<file path="config.mk">
export PLATFORM = sky130hd
export DESIGN_NAME = mem_bus_arbiter_flat
export DESIGN_NICKNAME = d
export VERILOG_FILES = /design/src/rtl/mem_bus_arbiter_if.sv /design/src/rtl/mem_bus_arbiter.sv /design/src/flat_wrapper.sv
export SDC_FILE = /design/constraint.sdc
export NUM_CORES = 1
export LEC_CHECK = 0
export CAP_MARGIN = 5
export CORE_AREA = 2 2 107 109
export CTS_BUF_LIST = sky130_fd_sc_hd__clkbuf_4
export DETAILED_ROUTE_END_ITERATION = 6
export DIE_AREA = 0 0 109 111
export HOLD_SLACK_MARGIN = 0.03
export PLACE_DENSITY = 0.9
export SLEW_MARGIN = 10
export SYNTH_ARGS = -nofsm -noshare
export SYNTH_HDL_FRONTEND = slang
export SYNTH_SLANG_ARGS = --single-unit
</file>
<file path="constraint.sdc">
create_clock -name clk -period 1.7 [get_ports clk]
set_input_delay 0.17 -clock clk [delete_from_list [all_inputs] [get_ports clk]]
set_output_delay 0.17 -clock clk [all_outputs]
set_load 0.01 [all_outputs]
</file>
<file path="src/rtl/mem_bus_arbiter_if.sv">
// Bundle of the pipeline-side request ports and the SRAM-like bus ports of
// mem_bus_arbiter. The master modport is the arbiter's view, and the slave
// modport is the view of its environment (the pipeline plus the bus slave).
interface mem_bus_arbiter_if #(
  parameter int ADDR_W = 32,
  parameter int DATA_W = 32
);
  // Instruction-fetch requester
  logic                  inst_req;
  logic [ADDR_W-1:0]     inst_addr;
  logic [DATA_W-1:0]     inst_rdata;
  logic                  inst_valid;
  logic                  inst_stall;

  // Load/store requester
  logic                  data_req;
  logic                  data_wr;
  logic [DATA_W/8-1:0]   data_wstrb;
  logic [ADDR_W-1:0]     data_addr;
  logic [DATA_W-1:0]     data_wdata;
  logic [DATA_W-1:0]     data_rdata;
  logic                  data_valid;
  logic                  data_stall;

  logic                  flush;

  // Shared CPU bus
  logic                  bus_req;
  logic                  bus_wr;
  logic [DATA_W/8-1:0]   bus_wstrb;
  logic [ADDR_W-1:0]     bus_addr;
  logic [DATA_W-1:0]     bus_wdata;
  logic                  bus_addr_ok;
  logic                  bus_data_ok;
  logic [DATA_W-1:0]     bus_rdata;

  modport master (
    input  inst_req, inst_addr,
    output inst_rdata, inst_valid, inst_stall,
    input  data_req, data_wr, data_wstrb, data_addr, data_wdata,
    output data_rdata, data_valid, data_stall,
    input  flush,
    output bus_req, bus_wr, bus_wstrb, bus_addr, bus_wdata,
    input  bus_addr_ok, bus_data_ok, bus_rdata
  );

  modport slave (
    output inst_req, inst_addr,
    input  inst_rdata, inst_valid, inst_stall,
    output data_req, data_wr, data_wstrb, data_addr, data_wdata,
    input  data_rdata, data_valid, data_stall,
    output flush,
    input  bus_req, bus_wr, bus_wstrb, bus_addr, bus_wdata,
    output bus_addr_ok, bus_data_ok, bus_rdata
  );
endinterface

</file>
<file path="src/rtl/mem_bus_arbiter.sv">
// mem_bus_arbiter: shares one SRAM-like bus between instruction fetch and the
// load/store port, with one outstanding transaction at a time
// (IDLE -> ADDR -> RESP). By default, data requests have fixed priority.
// Define ARB_RR_EN to alternate grants when both requesters contend.
module mem_bus_arbiter #(
  parameter int ADDR_W = 32,
  parameter int DATA_W = 32
) (
  input  logic              clk,
  input  logic              rst,     // asynchronous, active-low
  mem_bus_arbiter_if.master bus_if
);

  localparam int STRB_W = DATA_W / 8;

  typedef enum logic [1:0] {ST_IDLE, ST_ADDR, ST_RESP} state_t;
  typedef enum logic {OWN_INST = 1'b0, OWN_DATA = 1'b1} owner_t;

  state_t              r_state;
  owner_t              r_owner;
  logic                r_cancel;
  logic                r_bus_req;
  logic                r_wr;
  logic [STRB_W-1:0]   r_wstrb;
  logic [ADDR_W-1:0]   r_addr;
  logic [DATA_W-1:0]   r_wdata;

  logic                w_any_req;
  logic                w_grant_data;
  logic                w_resp_ok;
  logic                w_inst_valid;
  logic                w_data_valid;

`ifdef ARB_RR_EN
  owner_t r_last_grant;

  // On contention, grant the requester that was not served last; a lone requester always wins
  always_comb begin
    w_grant_data = bus_if.data_req & (~bus_if.inst_req | (r_last_grant == OWN_INST));
  end

  // Remember who won the most recent grant
  always_ff @(posedge clk or negedge rst) begin
    if (!rst) begin
      r_last_grant <= OWN_INST;
    end else if (r_state == ST_IDLE && w_any_req) begin
      r_last_grant <= w_grant_data ? OWN_DATA : OWN_INST;
    end
  end
`else
  // Fixed priority: a data access always beats a fetch
  always_comb begin
    w_grant_data = bus_if.data_req;
  end
`endif

  // Request presence and qualified completion of the owned transaction
  always_comb begin
    w_any_req    = bus_if.data_req | bus_if.inst_req;
    w_resp_ok    = (r_state == ST_RESP) & bus_if.bus_data_ok;
    // A flush in the same cycle as the response also suppresses it
    w_inst_valid = w_resp_ok & (r_owner == OWN_INST) & ~r_cancel & ~bus_if.flush;
    w_data_valid = w_resp_ok & (r_owner == OWN_DATA);
  end

  // Transaction sequencer; latches the winner's fields on grant and holds them until IDLE
  always_ff @(posedge clk or negedge rst) begin
    if (!rst) begin
      r_state   <= ST_IDLE;
      r_owner   <= OWN_INST;
      r_cancel  <= 1'b0;
      r_bus_req <= 1'b0;
      r_wr      <= 1'b0;
      r_wstrb   <= '0;
      r_addr    <= '0;
      r_wdata   <= '0;
    end else begin
      case (r_state)
        ST_IDLE: begin
          r_cancel <= 1'b0;
          if (w_any_req) begin
            r_state   <= ST_ADDR;
            r_bus_req <= 1'b1;
            if (w_grant_data) begin
              r_owner <= OWN_DATA;
              r_wr    <= bus_if.data_wr;
              r_wstrb <= bus_if.data_wr ? bus_if.data_wstrb : '0;
              r_addr  <= bus_if.data_addr;
              r_wdata <= bus_if.data_wdata;
            end else begin
              r_owner <= OWN_INST;
              r_wr    <= 1'b0;
              r_wstrb <= '0;
              r_addr  <= bus_if.inst_addr;
              r_wdata <= '0;
            end
          end
        end
        ST_ADDR: begin
          if (bus_if.flush && r_owner == OWN_INST) begin
            r_cancel <= 1'b1;
          end
          if (bus_if.bus_addr_ok) begin
            r_state   <= ST_RESP;
            r_bus_req <= 1'b0;
          end
        end
        ST_RESP: begin
          if (bus_if.flush && r_owner == OWN_INST) begin
            r_cancel <= 1'b1;
          end
          // Returning to IDLE wins over a flush in the same cycle, so cancel never leaks
          if (bus_if.bus_data_ok) begin
            r_state  <= ST_IDLE;
            r_cancel <= 1'b0;
          end
        end
        default: begin
          r_state   <= ST_IDLE;
          r_bus_req <= 1'b0;
        end
      endcase
    end
  end

  assign bus_if.bus_req    = r_bus_req;
  assign bus_if.bus_wr     = r_wr;
  assign bus_if.bus_wstrb  = r_wstrb;
  assign bus_if.bus_addr   = r_addr;
  assign bus_if.bus_wdata  = r_wdata;

  assign bus_if.inst_valid = w_inst_valid;
  assign bus_if.inst_rdata = w_inst_valid ? bus_if.bus_rdata : '0;
  assign bus_if.data_valid = w_data_valid;
  assign bus_if.data_rdata = w_data_valid ? bus_if.bus_rdata : '0;

  assign bus_if.inst_stall = bus_if.inst_req & ~w_inst_valid;
  assign bus_if.data_stall = bus_if.data_req & ~w_data_valid;

endmodule

</file>
<file path="src/flat_wrapper.sv">
// flat-port wrapper written by rule: the top's interface ports become plain ports
module mem_bus_arbiter_flat 
#(
  parameter int ADDR_W = 32,
  parameter int DATA_W = 32
)
  (clk, rst, bus_if_inst_req, bus_if_inst_addr, bus_if_inst_rdata, bus_if_inst_valid, bus_if_inst_stall, bus_if_data_req, bus_if_data_wr, bus_if_data_wstrb, bus_if_data_addr, bus_if_data_wdata, bus_if_data_rdata, bus_if_data_valid, bus_if_data_stall, bus_if_flush, bus_if_bus_req, bus_if_bus_wr, bus_if_bus_wstrb, bus_if_bus_addr, bus_if_bus_wdata, bus_if_bus_addr_ok, bus_if_bus_data_ok, bus_if_bus_rdata);
  mem_bus_arbiter_if #(.ADDR_W(ADDR_W), .DATA_W(DATA_W)) bus_if_i ();
  input  logic clk;
  input  logic rst;
  input wire logic [$bits(bus_if_i.inst_req)-1:0] bus_if_inst_req;
  input wire logic [$bits(bus_if_i.inst_addr)-1:0] bus_if_inst_addr;
  output wire logic [$bits(bus_if_i.inst_rdata)-1:0] bus_if_inst_rdata;
  output wire logic [$bits(bus_if_i.inst_valid)-1:0] bus_if_inst_valid;
  output wire logic [$bits(bus_if_i.inst_stall)-1:0] bus_if_inst_stall;
  input wire logic [$bits(bus_if_i.data_req)-1:0] bus_if_data_req;
  input wire logic [$bits(bus_if_i.data_wr)-1:0] bus_if_data_wr;
  input wire logic [$bits(bus_if_i.data_wstrb)-1:0] bus_if_data_wstrb;
  input wire logic [$bits(bus_if_i.data_addr)-1:0] bus_if_data_addr;
  input wire logic [$bits(bus_if_i.data_wdata)-1:0] bus_if_data_wdata;
  output wire logic [$bits(bus_if_i.data_rdata)-1:0] bus_if_data_rdata;
  output wire logic [$bits(bus_if_i.data_valid)-1:0] bus_if_data_valid;
  output wire logic [$bits(bus_if_i.data_stall)-1:0] bus_if_data_stall;
  input wire logic [$bits(bus_if_i.flush)-1:0] bus_if_flush;
  output wire logic [$bits(bus_if_i.bus_req)-1:0] bus_if_bus_req;
  output wire logic [$bits(bus_if_i.bus_wr)-1:0] bus_if_bus_wr;
  output wire logic [$bits(bus_if_i.bus_wstrb)-1:0] bus_if_bus_wstrb;
  output wire logic [$bits(bus_if_i.bus_addr)-1:0] bus_if_bus_addr;
  output wire logic [$bits(bus_if_i.bus_wdata)-1:0] bus_if_bus_wdata;
  input wire logic [$bits(bus_if_i.bus_addr_ok)-1:0] bus_if_bus_addr_ok;
  input wire logic [$bits(bus_if_i.bus_data_ok)-1:0] bus_if_bus_data_ok;
  input wire logic [$bits(bus_if_i.bus_rdata)-1:0] bus_if_bus_rdata;
  assign bus_if_i.inst_req = bus_if_inst_req;
  assign bus_if_i.inst_addr = bus_if_inst_addr;
  assign bus_if_inst_rdata = bus_if_i.inst_rdata;
  assign bus_if_inst_valid = bus_if_i.inst_valid;
  assign bus_if_inst_stall = bus_if_i.inst_stall;
  assign bus_if_i.data_req = bus_if_data_req;
  assign bus_if_i.data_wr = bus_if_data_wr;
  assign bus_if_i.data_wstrb = bus_if_data_wstrb;
  assign bus_if_i.data_addr = bus_if_data_addr;
  assign bus_if_i.data_wdata = bus_if_data_wdata;
  assign bus_if_data_rdata = bus_if_i.data_rdata;
  assign bus_if_data_valid = bus_if_i.data_valid;
  assign bus_if_data_stall = bus_if_i.data_stall;
  assign bus_if_i.flush = bus_if_flush;
  assign bus_if_bus_req = bus_if_i.bus_req;
  assign bus_if_bus_wr = bus_if_i.bus_wr;
  assign bus_if_bus_wstrb = bus_if_i.bus_wstrb;
  assign bus_if_bus_addr = bus_if_i.bus_addr;
  assign bus_if_bus_wdata = bus_if_i.bus_wdata;
  assign bus_if_i.bus_addr_ok = bus_if_bus_addr_ok;
  assign bus_if_i.bus_data_ok = bus_if_bus_data_ok;
  assign bus_if_i.bus_rdata = bus_if_bus_rdata;
  mem_bus_arbiter #(.ADDR_W(ADDR_W), .DATA_W(DATA_W)) u_core (.clk(clk), .rst(rst), .bus_if(bus_if_i));
endmodule
</file>
# ---- Word-level counts from Yosys, hierarchy flattened
# Index checks and enable logic that the tools add are counted.
dict set report op_classes {
  mux 18
  n_bitwise 14
  eq_ne 5
  n_reduce_logical 6
}
# cell count
set ops {}
lappend ops {{$mux 32} 4}
lappend ops {{$mux 4} 2}
lappend ops {{$and 1x1->1} 7}
lappend ops {{$mux 1} 6}
lappend ops {{$mux 2} 3}
lappend ops {{$not 1->1} 6}
lappend ops {{$pmux 1 s3} 2}
lappend ops {{$pmux 2 s3} 1}
lappend ops {{$reduce_and 3->1} 2}
lappend ops {{$ne 2x2->1 const B} 2}
lappend ops {{$reduce_bool 3->1} 1}
lappend ops {{$eq 2x1->1 const B} 1}
lappend ops {{$eq 2x2->1 const B} 1}
lappend ops {{$logic_not 2->1} 1}
lappend ops {{$ne 2x1->1 const B} 1}
lappend ops {{$reduce_and 2->1} 1}
lappend ops {{$logic_and 1x1->1} 1}
lappend ops {{$or 1x1->1} 1}
dict set report totals {
  register_bits 74
  elab_cells 51
  output_inout_bits 138
  input_bits 140
}

# ---- Logic depth before layout (Yosys ltp)
# Gate-level depths: netlist (run 1).
dict set report depth {
  word_depth 7
  mapped_depth 7
}

# ---- Least setup slack after synthesis (run 1)
# Ideal clock, no wire load.
dict set report synth_timing {
  kind {register to output}
  start {register u_core.r_state[0]}
  end {output bus_if_inst_rdata[16]}
  setup_slack_ns 0.135
  stages_incl_launch_ff 7
  t_required_ns 1.530
  arrival_time_ns 1.395
  n_path_buf 1
  path_cell_list {dfrtp_1 -> inv_1 -> ha_1 -> nand2_1 -> nor4_4 -> buf_6 -> and2_2}
}
dict set report synth_via {
  elab_chain_len 6
}
# element line
set synth_rtl {}
lappend synth_rtl {{start: declaration} mem_bus_arbiter.sv:19} ;# state_t r_state;
lappend synth_rtl {{start signal: assignment} mem_bus_arbiter.sv:69} ;# r_state <= ST_IDLE;
lappend synth_rtl {{start signal: assignment} mem_bus_arbiter.sv:82} ;# r_state <= ST_ADDR;
lappend synth_rtl {{start signal: assignment} mem_bus_arbiter.sv:104} ;# r_state <= ST_RESP;
lappend synth_rtl {{$eq 2x2->1} mem_bus_arbiter.sv:60} ;# w_resp_ok = (r_state == ST_RESP) & bus_if.bus_data_ok;
lappend synth_rtl {{$and 1x1->1} mem_bus_arbiter.sv:60}
lappend synth_rtl {{$and 1x1->1 (3 in series)} mem_bus_arbiter.sv:62} ;# w_inst_valid = w_resp_ok & (r_owner == OWN_INST) & ~r_cancel & ~bus_if.flush;
lappend synth_rtl {{net bus_if_inst_valid} flat_wrapper.sv:14} ;# output wire logic [$bits(bus_if_i.inst_valid)-1:0] bus_if_inst_valid;
lappend synth_rtl {{$mux 32} mem_bus_arbiter.sv:133} ;# assign bus_if.inst_rdata = w_inst_valid ? bus_if.bus_rdata : '0;
lappend synth_rtl {{end: declaration} flat_wrapper.sv:13} ;# output wire logic [$bits(bus_if_i.inst_rdata)-1:0] bus_if_inst_rdata;
# The timed path passes the listed nets, and every way through them passes these cells.

# ---- Final worst setup path (run 1)
dict set report layout_timing {
  start {register u_core.r_state[0]}
  end {output bus_if_data_rdata[18]}
}
dict set report layout_via {
  elab_chain_len 4
}
# element line
set layout_rtl {}
lappend layout_rtl {{$eq 2x2->1} mem_bus_arbiter.sv:60}
lappend layout_rtl {{$and 1x1->1} mem_bus_arbiter.sv:60}
lappend layout_rtl {{$and 1x1->1} mem_bus_arbiter.sv:63} ;# w_data_valid = w_resp_ok & (r_owner == OWN_DATA);
lappend layout_rtl {{$mux 32} mem_bus_arbiter.sv:135} ;# assign bus_if.data_rdata = w_data_valid ? bus_if.bus_rdata : '0;
lappend layout_rtl {{end: declaration} flat_wrapper.sv:21} ;# output wire logic [$bits(bus_if_i.data_rdata)-1:0] bus_if_data_rdata;
# No other way between the ends.

==> metrics.log, run 1 <==
INFO  metric outcome = finished, violations left
INFO  metric violations = setup timing
INFO  metric net_switching_power = 0.00348 W
INFO  metric grt_usage = 23.1%
INFO  metric combinationalPowerShare = 55.2%
INFO  metric critical_register_to_register_path_endpoint = u_core.r_state[1]
INFO  metric grt_max_degree = 61
INFO  metric ios = 278
INFO  metric antenna_violations_before_repair = 0
INFO  metric worst_ep_arrival_time = 1.96 ns
INFO  metric synthCells = 394
INFO  metric setup_repair_after_global_routing_missed_its_margin = true
INFO  metric drt_pass1_iterations = 4
INFO  metric cts.clk_slew.worst_paths = 0.12 ns
INFO  metric drt-wirelength-per-cell = 17.1 µm
INFO  metric timing.hold.worst.class = in2reg
INFO  metric synth_seq_area_share = 49.6%
INFO  metric worst-endpoint-required = 1.53 ns
INFO  metric seq_power_share = 33.1%
INFO  metric detailroute.via_count = 4006
INFO  metric max_freq = 470 MHz
INFO  metric final_nets = 835
INFO  metric reg2reg_setup_slack = 0.04 ns
INFO  metric synth_async_sr_flop_share = 100%
INFO  metric hold_end = u_core.r_owner
INFO  metric yosys_warnings = 0
INFO  metric gr-total-overflow = 0
INFO  metric ys_seq_elements = 74
INFO  metric tritoncts_num_sinks = 74
INFO  metric drive_above_1_share = 27.6%
INFO  metric clock_group_share_of_total_power = 11.8%
INFO  metric fillerInstances = 825
INFO  metric worst_setup_path_start_kind = register
INFO  metric synth.cell_area = 3730 µm²
INFO  metric placed_area = 6710 µm²
INFO  metric insertion_delay = 0.43 ns
INFO  metric crit_path_end_kind = output port
INFO  metric regToRegStartpoint = u_core.r_state[0]
INFO  metric drv_slew = 0
INFO  metric hold_viol = 0
INFO  metric layout_min_cycle_time = 2.13 ns
INFO  metric p_int = 0.00598 W
INFO  metric fin_skew = 0.0225 ns
INFO  metric layout_setup_ws = -0.429 ns
INFO  metric yosysMostFrequentCell = sky130_fd_sc_hd__nand2_1
INFO  metric sw_frac_of_total = 36.8%
INFO  metric n_antenna_cell = 0
INFO  metric timing.max_slew.rel_slack = 68.7%
INFO  metric number_of_global_route_vias_before_repair = 4130
INFO  metric syn_to_final_growth = 96.8%
INFO  metric final_area = 7350 µm²
INFO  metric vias_per_cell = 4.78
INFO  metric synth_top_area_share = 49.6%
INFO  metric timing.reg2reg.worst_path_depth = 7
INFO  metric chipHeight = 111 µm
INFO  metric drt-initial-drc-count = 150
INFO  metric place_hpwl = 10300 µm
INFO  metric holdPathStages = 3
INFO  metric grt_pass1_wl = 21300 µm
INFO  metric die-area = 12100 µm²
INFO  metric cts-root-to-sink-buffers = 2
INFO  metric die_w = 109 µm
INFO  metric drt_drc_violations_left = 0
INFO  metric syn-num-nets = 539
INFO  metric synth_ff_type = sky130_fd_sc_hd__dfrtp_1
INFO  metric max-vdd-ir-drop = 0.830 mV
INFO  metric buffer_ports.inserted = 277
INFO  metric total_leakage_power = 3.47 nW
INFO  metric min-delay-start = bus_if_data_req
INFO  metric rows = 39
INFO  metric synth_cell_type_count = 29
INFO  metric postRouteWirelength = 14400 µm
INFO  metric finalSetupViolations = 68
INFO  metric cts_max_level = 3
INFO  metric whs = 0.154 ns
INFO  metric yosys.area.top_type = sky130_fd_sc_hd__dfrtp_1
INFO  metric power_density = 1290 nW/µm²
INFO  metric timing.final.crit_share = 125%
INFO  metric yosys-top-cells-count = sky130_fd_sc_hd__nand2_1 (100), sky130_fd_sc_hd__dfrtp_1 (74), sky130_fd_sc_hd__and2_1 (52)
INFO  metric synth_area_per_cell = 9.47 µm²
INFO  metric gpl.final_weighted_congestion = 0.882
INFO  metric cp_max_fo = 6
INFO  metric synth_enable_flop_cells = 0
INFO  metric clock_tree.root_cell = sky130_fd_sc_hd__clkbuf_4
INFO  metric worstMarginPinSlew = 0.470 ns
INFO  metric maxCapViolCount = 0
INFO  metric worst-setup-path-type = reg2out
INFO  metric core = 11100 µm²
INFO  metric floorplan.initialDensity = 33.7%
INFO  metric tritoncts_clock_tree = yes
INFO  metric antenna_left = 0
INFO  metric finalSetupTns = -20.80 ns
INFO  metric tritoncts.num_buffers = 9
INFO  metric post_synth_main_area_contributors = sky130_fd_sc_hd__dfrtp_1 (50%), sky130_fd_sc_hd__nand2_1 (10%), sky130_fd_sc_hd__and2_1 (8.7%)
INFO  metric detailedPlace.worstSlack = -0.347 ns
==> kinds of logic after synthesis <==
group / Yosys count / share of synthesized area (%)
simple gates: 207 / 27.7
buf+inv: 32 / 5.30
flops: 74 / 49.6
fa+ha+maj: 5 / 1.68
mux: 33 / 8.88
compound gates: 43 / 6.84
==> worst max path at each step <==
stage | startpoint | end | slack (ns) | depth (start not counted)
after detailed placement | bus_if_bus_data_ok | bus_if_inst_rdata[18] | -0.35 | 6
final | u_core.r_state[0] | bus_if_data_rdata[18] | -0.43 | 9
after global placement | bus_if_bus_data_ok | bus_if_inst_rdata[12] | -0.30 | 6
after global routing | u_core.r_state[0] | bus_if_data_rdata[18] | -0.50 | 9
after CTS | u_core.r_state[0] | bus_if_inst_rdata[24] | -0.53 | 10
after floorplan | u_core.r_state[0] | bus_if_inst_rdata[16] | 0.13 | 6
==> sequential cells by signal, summed over array words and instances, names as in the netlist <==
name,cells
u_core.bus_if.bus_req,1
u_core.bus_if.bus_wstrb,4
u_core.bus_if.bus_addr,32
u_core.bus_if.bus_wr,1
u_core.r_cancel,1
u_core.r_owner,1
u_core.bus_if.bus_wdata,32
u_core.r_state,2
==> layout make-up <==
class | count | area, µm² | share of cell area (%)
Clock buffer | 10 | 75.1 | 1.02
Multi-Input combinational cell | 288 | 1870 | 25.5
Tap cell | 143 | 179 | 2.44
Timing Repair Buffer | 315 | 3290 | 44.8
Clock inverter | 6 | 65.1 | 0.886
Sequential cell | 74 | 1850 | 25.2
Inverter | 2 | 7.51 | 0.102
==> metal layers <==
metal / GRT usage, % / vias up / routed length [µm]
li1: - / 1885 / -
met1: 23.0 / 1888 / 4890
met2: 43.9 / 200 / 7770
met3: 7.17 / 33 / 1240
met4: 8.29 / 0 / 467
met5: 0 / - / 0
==> cell usage in the layout (no fill, tap or decap), drive strengths merged, types with 5 or more instances in the layout <==
master,n
buf,106
clkdlybuf4s50,207
clkbuf,11
dfrtp,74
mux2i,32
o21ai,33
nand3,32
nand2,100
ha,5
and2,64
==> worst max-delay path, stage by stage, from the launching register on <==
cell	delay (ns)
sky130_fd_sc_hd__dfrtp_1	0.39
sky130_fd_sc_hd__inv_2	0.06
sky130_fd_sc_hd__ha_4	0.17
sky130_fd_sc_hd__buf_6	0.11
sky130_fd_sc_hd__and3_4	0.16
sky130_fd_sc_hd__buf_12	0.14
sky130_fd_sc_hd__buf_16	0.13
sky130_fd_sc_hd__buf_12	0.12
sky130_fd_sc_hd__and2_4	0.15
sky130_fd_sc_hd__buf_6	0.11
==> through the flow <==
step / utilization (%) / instances / power, W
final: 66.3 / 838 / 0.00946
after global routing: 66.3 / 838 / 0.0101
after CTS: 64.4 / 843 / 0.00946
after detailed placement: 60.6 / 803 / 0.00799
after global placement: 60.6 / 803 / 0.00778
after floorplan: - / 394 / 0.00514
==> what timing repair did <==
action | 4_1_cts | 5_1_grt
pin swaps | 8 | 15
setup buffers | 17 | 2
gates cloned | 6 | 1
setup endpoints to repair | 69 | 138
hold endpoints to repair | 35 | 0
gates resized for setup | 344 | 82
hold buffers | 1 | 0
==> power by group through the flow <==
stage	Sequential (W)	Combinational, W	Clock, W
2_1_floorplan	0.00351	0.00163	0
3_3_place_gp	0.00310	0.00468	0
3_5_place_dp	0.00316	0.00483	0
4_1_cts	0.00314	0.00514	0.00118
5_1_grt	0.00324	0.00565	0.00124
6_report	0.00313	0.00522	0.00111
Note: power is estimated with default switching activity, not from simulation.
==> run 2, diff against run 1 <==
--- a/config.mk
+++ b/config.mk
@@ -8,6 +8,7 @@
 export CAP_MARGIN = 5
 export CORE_AREA = 2 2 107 109
 export CTS_BUF_LIST = sky130_fd_sc_hd__clkbuf_4
+export CTS_CLUSTER_SIZE = 40
 export DETAILED_ROUTE_END_ITERATION = 6
 export DIE_AREA = 0 0 109 111
 export HOLD_SLACK_MARGIN = 0.03
==> results of run 2 <==
Same layout as run 1: the final DEF is identical, and so are final timing and power.
==> run 3, diff against run 2 <==
--- a/config.mk
+++ b/config.mk
@@ -12,7 +12,8 @@
 export DETAILED_ROUTE_END_ITERATION = 6
 export DIE_AREA = 0 0 109 111
 export HOLD_SLACK_MARGIN = 0.03
-export PLACE_DENSITY = 0.9
+export PLACE_DENSITY = 0.77
+export SETUP_SLACK_MARGIN = 0.5
 export SLEW_MARGIN = 10
 export SYNTH_ARGS = -nofsm -noshare
 export SYNTH_HDL_FRONTEND = slang
==> constraint.sdc (replaced) <==
create_clock -name clk -period 1.7 [get_ports clk]
set_input_delay 0.17 -clock clk [delete_from_list [all_inputs] [get_ports clk]]
set_output_delay 0.17 -clock clk [all_outputs]
set_load 0.1 [all_outputs]
==> run 3 against run 2 <==
Compared with the run above: the run still ends with setup timing left; core utilization increased by 17 points; register-to-register slack got worse by 0.24 ns; die area is the same; wire length up 31%; via count increased by 10%; non-clock buffer count is 34 higher; sequential power rose by 17%; clock-buffer cell count did not move; final area up 26%; critical path type unchanged.
==> metrics.log, run 3 (same netlist as run 1, synthesis figures left out) <==
INFO  metric outcome = finished, violations left (unchanged)
INFO  metric violations = setup timing (unchanged)
INFO  metric sequential_cell_area = 1850 µm² (unchanged)
INFO  metric grt_max_degree = 45 (was 61)
INFO  metric crit_path_top_delay_cell = sky130_fd_sc_hd__dfrtp_1 (unchanged)
INFO  metric rows = 39 (unchanged)
INFO  metric drt-initial-drc-count = 283 (was 150)
INFO  metric tritoncts_clock_tree = yes (unchanged)
INFO  metric die-area = 12100 µm² (unchanged)
INFO  metric drt-wirelength-per-cell = 21.5 µm (was 17.1 µm)
INFO  metric cp_slowest_stage_delay = 0.43 ns (was 0.39 ns)
INFO  metric total_leakage_power = 4.26 nW (was 3.47 nW)
INFO  metric worstMarginPinSlew = 0.524 ns (was 0.470 ns)
INFO  metric gpl.final_weighted_congestion = 0.816 (was 0.882)
INFO  metric grt_pass1_wl = 23200 µm (was 21300 µm)
INFO  metric fin_skew = 0.0283 ns (was 0.0225 ns)
INFO  metric antenna_left = 0 (unchanged)
INFO  metric max_freq = 460 MHz (was 470 MHz)
INFO  metric placed_cells_incl_taps = 799 (was 803)
INFO  metric power_density = 2200 nW/µm² (was 1290 nW/µm²)
INFO  metric cp_max_fo = 5 (was 6)
INFO  metric max-vdd-ir-drop = 2.08 mV (was 0.830 mV)
INFO  metric floorplan.initialDensity = 33.7% (unchanged)
INFO  metric drive_above_1_share = 45.1% (was 27.6%)
INFO  metric fin_util = 83.8% (was 66.3%)
INFO  metric gr-total-overflow = 0 (unchanged)
INFO  metric setup_repair_after_global_routing_missed_its_margin = true (unchanged)
INFO  metric timing.max_slew.rel_slack = 64.9% (was 68.7%)
INFO  metric place_hpwl = 11000 µm (was 10300 µm)
INFO  metric layoutNonFillerInstCount = 874 (was 838)
INFO  metric n_antenna_cell = 0 (unchanged)
INFO  metric layout_setup_ws = -0.474 ns (was -0.429 ns)
INFO  metric drt_pass1_iterations = 6 (was 4)
INFO  metric tritoncts_num_sinks = 74 (unchanged)
INFO  metric detailroute.via_count = 4420 (was 4006)
INFO  metric worst-path-buf-inv = 4 (was 6)
INFO  metric postRouteWirelength = 18800 µm (was 14400 µm)
INFO  metric critical_path.top_delay_family = buffers and inverters (unchanged)
INFO  metric chipHeight = 111 µm (unchanged)
INFO  metric layout_commonest_cell = sky130_fd_sc_hd__buf_12 (was sky130_fd_sc_hd__clkdlybuf4s50_1)
INFO  metric drt_drc_violations_left = 0 (unchanged)
INFO  metric core = 11100 µm² (unchanged)
INFO  metric total_area_of_multi_input_combinational_cells = 2040 µm² (was 1870 µm²)
INFO  metric vias_per_cell = 5.06 (was 4.78)
INFO  metric buffer_ports.inserted = 277 (unchanged)
INFO  metric insertion_delay = 0.44 ns (was 0.43 ns)
INFO  metric layout_min_cycle_time = 2.17 ns (was 2.13 ns)
INFO  metric antenna_violations_before_repair = 0 (unchanged)
INFO  metric finalSetupViolations = 124 (was 68)
INFO  metric worst-endpoint-required = 1.53 ns (about the same)
INFO  metric clock_tree.root_cell = sky130_fd_sc_hd__clkbuf_4 (unchanged)
INFO  metric critical_path.cell_chain = inv_2 -> ha_4 -> nand2_4 -> nor4_4 -> buf_6 -> buf_6 -> and2b_4 -> buf_12 (was inv_2 -> ha_4 -> buf_6 -> and3_4 -> buf_12 -> buf_16 -> buf_12 -> and2_4 -> buf_6)
INFO  metric crit_path_end_kind = output port (unchanged)
INFO  metric cts-root-to-sink-buffers = 2 (unchanged)
INFO  metric cts.clk_slew.worst_paths = 0.14 ns (was 0.12 ns)
INFO  metric grt_usage = 25.4% (was 23.1%)
INFO  metric worst_setup_path_start_kind = register (unchanged)
INFO  metric fillerInstances = 540 (was 825)
INFO  metric number_of_global_route_vias_before_repair = 4263 (was 4130)
INFO  metric cts_max_level = 3 (unchanged)
INFO  metric final_nets = 871 (was 835)
INFO  metric worst-setup-path-type = reg2out (unchanged)
INFO  metric worst_ep_arrival_time = 2.00 ns (was 1.96 ns)
INFO  metric syn_to_final_growth = 149% (was 96.8%)
INFO  metric drv_slew = 0 (unchanged)
INFO  metric hold_viol = 0 (unchanged)
INFO  metric critical-path-top-cell-by-count = sky130_fd_sc_hd__buf_6
INFO  metric tritoncts.num_buffers = 9 (unchanged)
INFO  metric top_library_cells_by_usage_in_the_layout_fill_and_taps_aside = sky130_fd_sc_hd__buf_12 (146), sky130_fd_sc_hd__clkdlybuf4s50_1 (137), sky130_fd_sc_hd__nand2_1 (85), sky130_fd_sc_hd__dfrtp_1 (74), sky130_fd_sc_hd__and2_4 (63) (was sky130_fd_sc_hd__clkdlybuf4s50_1 (207), sky130_fd_sc_hd__nand2_1 (99), sky130_fd_sc_hd__dfrtp_1 (74), sky130_fd_sc_hd__buf_6 (70), sky130_fd_sc_hd__and2_4 (55))
INFO  metric die_w = 109 µm (unchanged)
INFO  metric timing.hold.worst.class = in2async (was in2reg)
INFO  metric maxCapViolCount = 0 (unchanged)
INFO  metric timing.final.crit_share = 128% (was 125%)
INFO  metric ios = 278 (unchanged)
## run 3: timing repair
action | in CTS | in global routing
buffers inserted | 10 | 24
hold buffers | 1 | 0
cloned | 12 | 12
pin swaps | 8 | 18
hold endpoints to repair | 41 | 0
resized for setup | 74 | 235
endpoints found under the setup margin | 212 | 212
## run 3: cell type report
| class | count | share of cell area (%) |
|---|---|---|
| inverter | 2 | 0.135 |
| sequential | 74 | 20.0 |
| multi-input combinational | 290 | 22.0 |
| timing repair buffer | 349 | 54.6 |
| clock buffer | 10 | 0.809 |
| clock inverter | 6 | 0.620 |
| tap | 143 | 1.93 |
## run 3: through the flow
stage | TNS (ns) | total power, W | area [µm²] | setup slack, ns | hold slack, ns
floorplan | -1.01 | 0.0116 | 3980 | -0.0933 | -0.126
global placement | -0.317 | 0.0144 | 7390 | -0.0508 | 0.131
detailed placement | -0.285 | 0.0146 | 7390 | -0.0472 | 0.136
CTS | -27.94 | 0.0170 | 8080 | -0.456 | 0.216
global route | -40.05 | 0.0210 | 9280 | -0.511 | 0.277
finish | -33.91 | 0.0205 | 9280 | -0.474 | 0.231
## run 3: path summary, 6_finish.rpt
path,startpoint,to,slack [ns],cells after the start
min in group clk,bus_if_data_wdata[8],u_core.bus_if.bus_wdata[8],0.28,3
worst min register to register,u_core.bus_if.bus_wdata[18],u_core.bus_if.bus_wdata[18],0.54,2
worst max register to register,u_core.r_state[1],u_core.bus_if.bus_addr[3],-0.20,10
worst min-delay path,rst,u_core.r_state[1],0.23,2
worst max-delay path,u_core.r_state[0],bus_if_inst_stall,-0.47,8
max in group asynchronous,rst,u_core.bus_if.bus_addr[19],0.85,3
## run 3: where the power goes
| part | total (W) | switching [W] | leakage [nW] | internal [W] |
|---|---|---|---|---|
| logic | 0.0157 | 0.00960 | 3.26 | 0.00610 |
| registers | 0.00366 | 0.00103 | 0.932 | 0.00263 |
| clock network | 0.00110 | 0.000649 | 0.0691 | 0.000454 |
| total | 0.0205 | 0.0113 | 4.26 | 0.00918 |
## run 3: per-layer routing
| layer | GRT usage [%] | wire length (µm) | vias up |
|---|---|---|---|
| met5 | 0 | 0 | - |
| met4 | 11.2 | 830 | 0 |
| met3 | 6.00 | 1390 | 62 |
| li1 | - | - | 1968 |
| met1 | 28.3 | 6560 | 2137 |
| met2 | 45.2 | 9970 | 253 |
